**src/rtl/mult_4x4.sv**
```systemverilog
// mult_4x4: sequential 4x4 unsigned shift-and-add multiplier with start/done handshake
module mult_4x4 (
    input  logic       clk,
    input  logic       rst,
    input  logic       St,
    input  logic [3:0] Mplier,
    input  logic [3:0] Mcand,
    output logic       Done,
    output logic [8:0] ACC
);
    typedef enum logic [1:0] {IDLE, ADD, SHIFT, DONE} state_t;
    state_t state, state_n;
    logic [3:0] mcand_r;
    logic [2:0] cnt;
    // next-state and Moore output decode; Done depends on state only
    always_comb begin
        state_n = (state == IDLE)  ? (St ? ADD : IDLE) :
                  (state == ADD)   ? SHIFT :
                  (state == SHIFT) ? ((cnt == 3'd3) ? DONE : ADD) : IDLE;
        Done = (state == DONE);
    end
    // state register
    always_ff @(posedge clk or posedge rst)
        if (rst) state <= IDLE;
        else state <= state_n;
    // datapath: load, conditional add into upper half, shift right, count iterations
    always_ff @(posedge clk or posedge rst)
        if (rst) begin
            ACC <= '0;
            mcand_r <= '0;
            cnt <= '0;
        end else if (state == IDLE && St) begin
            ACC <= {5'b0, Mplier};
            mcand_r <= Mcand;
            cnt <= '0;
        end else if (state == ADD && ACC[0]) begin
            ACC[8:4] <= {1'b0, ACC[7:4]} + {1'b0, mcand_r};
        end else if (state == SHIFT) begin
            ACC <= {1'b0, ACC[8:1]};
            cnt <= cnt + 3'd1;
        end
endmodule

```
**config.mk**
```make
export PLATFORM = sky130hd
export DESIGN_NAME = mult_4x4
export DESIGN_NICKNAME = d
export VERILOG_FILES = /design/src/rtl/mult_4x4.sv
export SDC_FILE = /design/constraint.sdc
export NUM_CORES = 1
export LEC_CHECK = 0
export CAP_MARGIN = 0
export CORE_MARGIN = 4
export CORE_UTILIZATION = 45
export CTS_CLUSTER_DIAMETER = 40
export DETAILED_ROUTE_END_ITERATION = 12
export MAX_ROUTING_LAYER = met4
export PLACE_DENSITY_LB_ADDON = 0.25
export SYNTH_ARGS = -nofsm -noshare
export SYNTH_HDL_FRONTEND = slang
export SYNTH_SLANG_ARGS = --single-unit
export TNS_END_PERCENT = 30
```
**constraint.sdc**
```tcl
create_clock -name clk -period 1.4 [get_ports clk]
set_clock_uncertainty 0.15 [all_clocks]
set_input_delay 0.28 -clock clk [delete_from_list [all_inputs] [get_ports clk]]
set_output_delay 0.28 -clock clk [all_outputs]
set_load 0.03 [all_outputs]
```
==> run metrics, run 1 <==
outcome finished, violations left; failing checks setup timing; final core utilization 70.0%; Synth Area per Inst about 11 µm²; Hold/Removal Path Class input port to async pin; vias in the first global route 856; max_cap viols 0; Die Span X roughly 56 µm; worst rel slew slack 81.0%; diodes inserted 0; Synth Warn # 0; top cells by count, synth dfrtp_1 (18), a22oi_1 (6), ha_1 (6), inv_1 (6); CP Launch Type register; die height between 50 and 60 µm; Placer Congestion 0.744; wire per inst about 14 µm; largest net degree at the start of global routing 19; H-tree level count 1; drt initial violations 7; I/O pin cnt 21; share of the synthesized area in the top cell type between 40 and 50%; Layout area overhead 41.2%; fillers 155; largest area contributor in the netlist dfrtp_1; top_reg_cell synth dfrtp_1; Port Buffers 20; cts hold-fix bufs 0; Critical Path AT around 1.6 ns; CTS tree yes; Worst setup EP type register; clk sink count 18; first-pass GRT wire length ~3.8 mm; Max Freq about 640 MHz; Synth Instances 89; gr ovfl total 0; clock tree buffer depth 2; vias roughly 830; sequential share of the synthesized area roughly 44%; Post-synth ARST share 100%; crit path max fanout 2; Worst R2R Path Depth 5; count leader, synth dfrtp_1; WS Path Type register to register; pwr dens 2290 mW/mm²; Placeable Area just over 0.002 mm²; DP Wirelength 1.66 mm; share of layout cells above drive strength 1 46.1%; Initial DRT Pass Iterations 4; endpoints failing setup 8; Hold Vio Cnt, Final 0; leakage approximately 0.67 nW; Max IR drop VDD about 1100 µV; Post-synth EDFFs 0; Num CTS Buffers 3; drt via density approximately 5.3; Distinct cells, synth 36; final setup margin -0.166 ns; Syn Nets approximately 110; NumNets Final between 100 and 150; GRT Util Overall between 10% and 20%; Mapped Area about 0.001 mm²; Worst EP required between 1 and 1.5 ns; initial antenna violation count 0; RSZ-0062 raised after global routing yes; DRC viols 0; clock root buffer clkbuf_4; Post-DRT Antenna Nets 0; Initial Util approximately 50%; Post-Route WL 2.17 mm; Worst-Margin Slew about 0.28 ns; largest cells by area after synthesis dfrtp_1 (44%), ha_1 (7.3%), mux2_4 (5.9%); Skew-Pair Late Insertion Delay about 0.30 ns; Die Area slightly above 0.003 mm²; register bit total from synthesis 18; num rows 16; fin crit period between 1.5 and 2 ns; Final Cycle Share 112%; Reg clk slew, reported paths around 0.10 ns; post-route setup TNS -0.839 ns; Final Max Tran Viols 0
[metrics by stage]
step | cell area, µm² | std cells | hold slack, ns | worst slack [ns] | total power [mW]
2_1_floorplan | 1040 | 89 | 0.0684 | -0.243 | 2.16
3_3_place_gp | 1320 | 148 | 0.334 | -0.308 | 2.71
3_5_place_dp | 1320 | 148 | 0.349 | -0.339 | 2.77
4_1_cts | 1400 | 152 | 0.129 | -0.170 | 3.20
5_1_grt | 1440 | 155 | 0.140 | -0.242 | 3.57
6_report | 1440 | 155 | 0.132 | -0.166 | 3.31
[area by class of cell]
cell class | count | area, µm² | share of cell area (%)
sequential | 18 | 455 | 31.5
clock buffer | 4 | 36.3 | 2.51
inverter | 8 | 32.5 | 2.25
timing repair buffer | 39 | 354 | 24.5
tap | 27 | 33.8 | 2.34
multi-input combinational | 59 | 532 | 36.8
[sequential cells by signal (all words and copies together), names as in the netlist]
register  count
cnt           3
state         2
mcand_r       4
ACC           9
[power by group]
part | switching (mW) | internal, mW | leakage, nW
combinational | 0.952 | 1.07 | 0.426
clock | 0.161 | 0.159 | 0.0210
sequential | 0.209 | 0.762 | 0.221
total | 1.32 | 1.99 | 0.668
[metal layers]
| metal | vias to the layer above | wire length (µm) | track usage (%) |
|---|---|---|---|
| met2 | 23 | 1080 | 24.3 |
| met4 | 0 | 61 | 7.64 |
| met1 | 399 | 921 | 19.1 |
| li1 | 399 | - | - |
| met3 | 7 | 113 | 4.18 |
| met5 | - | 0 | - |
[kinds of logic after synthesis]
group                      count (synthesis)  share of synthesized area [%]
AOI/OAI and AO/OA                         27                           18.6
and+or+nand+nor                           20                           14.0
adders and majority gates                  7                           9.30
DFF                                       18                           44.1
buffers and inverters                     12                           7.34
xor gates and xnor gates                   1                          0.857
muxes                                      4                           5.88
[what timing repair did]
item,CTS,global route
gates resized for setup,11,8
setup endpoints to repair,13,15
setup buffers,0,3
pin swaps,4,4
gates cloned,0,0
endpoints found under the hold margin,0,0
[cells in the final DEF (no fill, tap or decap), types with 2 or more instances in the layout]
| master | netlist | final |
|---|---|---|
| o21ai_1 | 4 | 5 |
| mux2_4 | 4 | 4 |
| clkdlybuf4s50_1 | 0 | 9 |
| clkbuf_4 | 0 | 3 |
| inv_1 | 6 | 5 |
| ha_1 | 6 | 5 |
| nand2_1 | 5 | 5 |
| dfrtp_2 | 0 | 4 |
| o21ai_0 | 3 | 2 |
| and2b_4 | 2 | 2 |
| o2bb2ai_1 | 3 | 2 |
| a22oi_1 | 6 | 5 |
| buf_4 | 1 | 19 |
| buf_6 | 2 | 10 |
| and2_4 | 1 | 2 |
| a21oi_1 | 5 | 5 |
| dfrtp_1 | 18 | 14 |
| inv_2 | 2 | 2 |
[critical path: stages, from the launching register on]
cell       delay, ns
dfrtp_1         0.40
ha_4            0.15
inv_2           0.03
fa_2            0.52
a2bb2oi_2       0.16
o2bb2ai_2       0.06
[final timing paths]
path                                  from  endpoint  slack, ns
worst max-delay path            mcand_r[0]    ACC[5]      -0.17
worst min-delay path                   rst  state[0]       0.13
worst max register to register  mcand_r[0]    ACC[5]      -0.17
worst min register to register      cnt[0]    cnt[0]       0.36
max in group asynchronous              rst  state[1]       0.75
min in group clk                    cnt[0]    cnt[0]       0.36
Note: power is estimated with default switching activity, not from simulation.
==> inputs of run 2 (changes only) <==
CAP_MARGIN = not set   (was 0)
TNS_END_PERCENT = not set   (was 30)
==> run 2 against run 1 <==
The flow still finishes with violations (setup timing). Cell count increased by 4.5%. Non-clock buffer count grew 7. Sequential cell count stayed put. Final area rose by 6.4%. Core utilization increased by 4.5 points. Critical path type unchanged. Via count up 2.4%. Worst setup slack got worse by 0.025 ns. Count of clock-buffer cells in the layout unchanged. Sequential share of layout area down 1.8 points. Critical path depth increased by 1. Worst hold slack lost 0.015 ns. Routed wire length grew 15%.
==> run metrics, run 2 (same netlist as run 1, synthesis figures left out) <==
outcome finished, violations left; failing checks setup timing; clock root buffer clkbuf_4; Die Area around 0.0031 mm²; vias in the first global route between 800 and 900; drt via density approximately 5.2; DRC viols 0; Reg clk slew, reported paths 0.12 ns; pwr dens roughly 2400 mW/mm²; wire per inst around 15 µm; H-tree level count 1; Hold/Removal Path Class input port to async pin; commonest non-fill, non-tap cell in the layout buf_4; Port Buffers 20; Worst R2R Path Depth 6; worst flop-to-flop path endpoint ACC[6]; Largest Register ACC; area of the multi-input gates ~560 µm²; Reg area ~460 µm²; Initial DRT Pass Iterations 4; Placer Congestion between 0.7 and 0.8; Max Freq 629 MHz; flip-flop count of the largest register after layout 9; Layout area overhead 50.3%; fin crit period ~1.6 ns; WS Path Type register to register; leakage between 0.7 and 0.8 nW; Post-Route WL between 2 and 3 mm; Num CTS Buffers 3; Post-Layout Cell Count about 160; Die Span X 55.7 µm; post-route setup TNS -0.996 ns; fillers 139; Initial Util between 40% and 50%; final setup margin -0.191 ns; gr ovfl total 0; vias between 800 and 900; DP Cell Count 147; CP Launch Type register; NumNets Final 154; Placed Area between 0.001 and 0.0015 mm²; diodes inserted 0; Max IR drop VDD approximately 1300 µV; design area between 0.0015 and 0.002 mm²; initial antenna violation count 0; Reg-to-Reg Start mcand_r[0]; crit path max fanout 2; CP startpoint mcand_r[0]; reg2reg setup slack -0.19 ns; Final Cycle Share 114%; biggest regs ACC (9), mcand_r (4), cnt (3); RSZ-0062 raised after global routing yes; first-pass GRT wire length approximately 4.1 mm; die height ~56 µm; cts hold-fix bufs 0; max_cap viols 0; Worst setup EP type register; GRT Util Overall between 10% and 20%; Worst EP required roughly 1.5 ns; most frequent cells in the layout buf_4 (24), dfrtp_1 (13), buf_6 (12), clkdlybuf4s50_1 (10); clk sink count 18; Placeable Area 0.00206 mm²; clock tree buffer depth 2; share of layout cells above drive strength 1 a little over half; drt initial violations 15; Worst-Margin Slew 0.318 ns; largest net degree at the start of global routing 19; I/O pin cnt 21; num rows 16; endpoints failing setup 14; Final Max Tran Viols 0; worst rel slew slack 78.8%; Post-DRT Antenna Nets 0; Skew-Pair Late Insertion Delay slightly above 0.3 ns; CTS tree yes; DP Wirelength 1.63 mm; Hold Vio Cnt, Final 0; Critical Path AT ~1.7 ns
-- run 2: metal layers --
metal	wire, µm	GRT usage, %	up-vias
met3	120	3.94	6
met2	1210	27.0	33
met1	1120	21.3	394
met4	57	6.94	0
li1	-	-	415
met5	0	-	-
-- run 2: through the flow --
| step | hold slack, ns | setup WS (ns) | total power, mW | util (%) |
|---|---|---|---|---|
| after global placement | 0.334 | -0.307 | 2.76 | 64.9 |
| final | 0.117 | -0.191 | 3.62 | 74.5 |
| after CTS | 0.123 | -0.204 | 3.39 | 70.9 |
| after global routing | 0.148 | -0.297 | 3.89 | 74.5 |
| after detailed placement | 0.339 | -0.320 | 2.83 | 64.9 |
| after floorplan | 0.0684 | -0.243 | 2.22 | - |
-- run 2: area by class of cell --
type	instances	area share (%)
clock buffers	4	2.36
inverters	8	2.12
multi-input cells	59	36.6
flip-flops and latches	18	29.7
well taps	27	2.20
repair buffers	46	27.0
-- run 2: worst max path at each step --
stage	endpoint	slack [ns]	cells after the start
floorplan	ACC[5]	-0.24	5
global placement	mcand_r[2]	-0.31	4
detailed placement	mcand_r[2]	-0.32	4
CTS	ACC[6]	-0.20	6
global route	ACC[8]	-0.30	6
finish	ACC[6]	-0.19	6
-- run 2: critical path, stage by stage (launching register included) --
cell,delay (ns)
dfrtp_1,0.41
ha_4,0.16
inv_2,0.03
fa_2,0.35
xnor2_1,0.15
a22oi_1,0.16
o2bb2ai_1,0.09
-- run 2: timing repair --
action,in CTS,in global routing
gates resized for setup,15,8
setup buffers,5,6
pin swaps,5,4
endpoints found under the setup margin,14,17
-- run 2: report_power, final --
group,internal (mW),switching (mW),total [mW]
Combinational,1.24,1.05,2.29
Sequential,0.763,0.236,0.999
Clock,0.159,0.175,0.334
Total,2.16,1.46,3.62
==> inputs of run 3 (changes only) <==
PLACE_DENSITY_LB_ADDON = 0.05   (was 0.25)
==> run 3 against run 2 <==
The flow still finishes with violations (setup timing). Total power increased by 5.5%. Die area unchanged. First-iteration DRC count increased by 47%. Combinational power increased by 8%. Largest power group unchanged. Via count increased by 2.4%. Core utilization increased by 3.0 points. Maximum frequency decreased by 2.1%. Non-clock buffer count increased by 2.
==> run metrics, run 3 (same netlist as run 1, synthesis figures left out) <==
DRC viols 0; Initial Util between 40% and 50%; wire per inst approximately 16 µm; crit path max fanout 2; fillers between 100 and 150; final setup margin -0.226 ns; Worst setup EP type register; Post-Route WL approximately 2.6 mm; commonest non-fill, non-tap cell in the layout buf_4; num rows 16; fin crit period ~1.6 ns; first-pass GRT wire length between 4 and 5 mm; most frequent cells in the layout buf_4 (22), buf_6 (16), dfrtp_1 (13), clkdlybuf4s50_1 (10), o21ai_1 (6); Hold/Removal Path Class input port to async pin; Port Buffers 20; CP Launch Type register; Skew-Pair Late Insertion Delay between 0.3 and 0.4 ns; Hold Vio Cnt, Final 0; Largest Register ACC; post-route setup TNS -0.986 ns; max_cap viols 0; clock root buffer clkbuf_4; DP Wirelength approximately 1.7 mm; flip-flop count of the largest register after layout 9; initial antenna violation count 0; Worst EP required 1.47 ns; gr ovfl total 0; Placer Congestion slightly below 0.8; I/O pin cnt 21; Placeable Area around 0.0021 mm²; die height approximately 56 µm; vias ~870; Max IR drop VDD 1560 µV; Final Max Tran Viols 0; drt initial violations 22; Max Freq 615 MHz; crit path buf inv count 1; Num CTS Buffers 3; endpoints failing setup 14; WS Path Type register to register; clk sink count 18; Die Span X roughly 56 µm; Power Total 3.82 mW; Reg area about 460 µm²; GRT Util Overall between 10% and 20%; Layout area overhead 56.4%; vias in the first global route between 800 and 900; diodes inserted 0; worst rel slew slack roughly 84%; Post-DRT Antenna Nets 0; CP Cell Sequence ha_4 -> inv_2 -> fa_2 -> a2bb2oi_2 -> o2bb2ai_2; RSZ-0062 raised after global routing yes; Reg clk slew, reported paths between 0.1 and 0.15 ns; Die Area between 0.003 and 0.004 mm²; cts hold-fix bufs 0; failing checks setup timing; outcome finished, violations left; drt via density approximately 5.3; clock tree buffer depth 2; Final Cycle Share 116%; final core utilization around 78%; area of the multi-input gates 594 µm²; biggest regs ACC (9), mcand_r (4), cnt (3); H-tree level count 1; NumNets Final 156; Placement Setup Slack -0.301 ns; Top delay family on crit path adder cells; CTS tree yes; share of layout cells above drive strength 1 roughly three fifths; largest net degree at the start of global routing 19; Worst path slowest cell fa_2; Worst-Margin Slew roughly 0.24 ns; Critical Path AT around 1.7 ns; leakage slightly above 0.7 nW; pwr dens about 2400 mW/mm²; Initial DRT Pass Iterations 4; CP max stage delay between 0.5 and 0.6 ns
[run 3: report_power, final]
group          switching, mW  total, mW  internal, mW
Clock                  0.180      0.339         0.159
Combinational           1.12       2.48          1.36
Sequential             0.243       1.01         0.763
Total                   1.55       3.82          2.28
[run 3: repair_timing]
item,in CTS,in global routing
buffers inserted,7,3
pin swaps,10,4
gates resized for setup,25,9
endpoints found under the setup margin,11,19
[run 3: cell type report]
type | count | area share [%]
clock buffers | 4 | 2.27
multi-input cells | 59 | 37.2
repair buffers | 48 | 27.9
well taps | 27 | 2.11
inverters | 8 | 2.03
flip-flops and latches | 18 | 28.6
[run 3: metrics by stage]
| stage | hold WS, ns | area [µm²] | cells |
|---|---|---|---|
| after detailed placement | 0.346 | 1360 | 150 |
| after floorplan | 0.0684 | 1060 | 89 |
| after global routing | 0.139 | 1600 | 164 |
| final | 0.117 | 1600 | 164 |
| after CTS | 0.128 | 1550 | 161 |
| after global placement | 0.341 | 1360 | 150 |
[run 3: final timing paths]
kind | start | end | slack (ns) | depth (start not counted)
min reg2reg | cnt[1] | cnt[1] | 0.37 | 1
max in group asynchronous | rst | ACC[4] | 0.75 | 3
min | rst | ACC[5] | 0.12 | 3
min in group clk | cnt[1] | cnt[1] | 0.37 | 1
max reg2reg | mcand_r[0] | ACC[5] | -0.23 | 5
max | mcand_r[0] | ACC[5] | -0.23 | 5
[run 3: routing by layer]
layer  GRT usage [%]  routed length, µm
met1            22.3               1160
met2            27.2               1270
met3            4.64                120
met4            7.29                 32
met5               -                  0
[run 3: worst reg2reg max path, cell delays in order, from the launching register on]
cell and delay [ns]:
dfrtp_1 0.42, ha_4 0.16, inv_2 0.04, fa_2 0.53, a2bb2oi_2 0.18, o2bb2ai_2 0.06
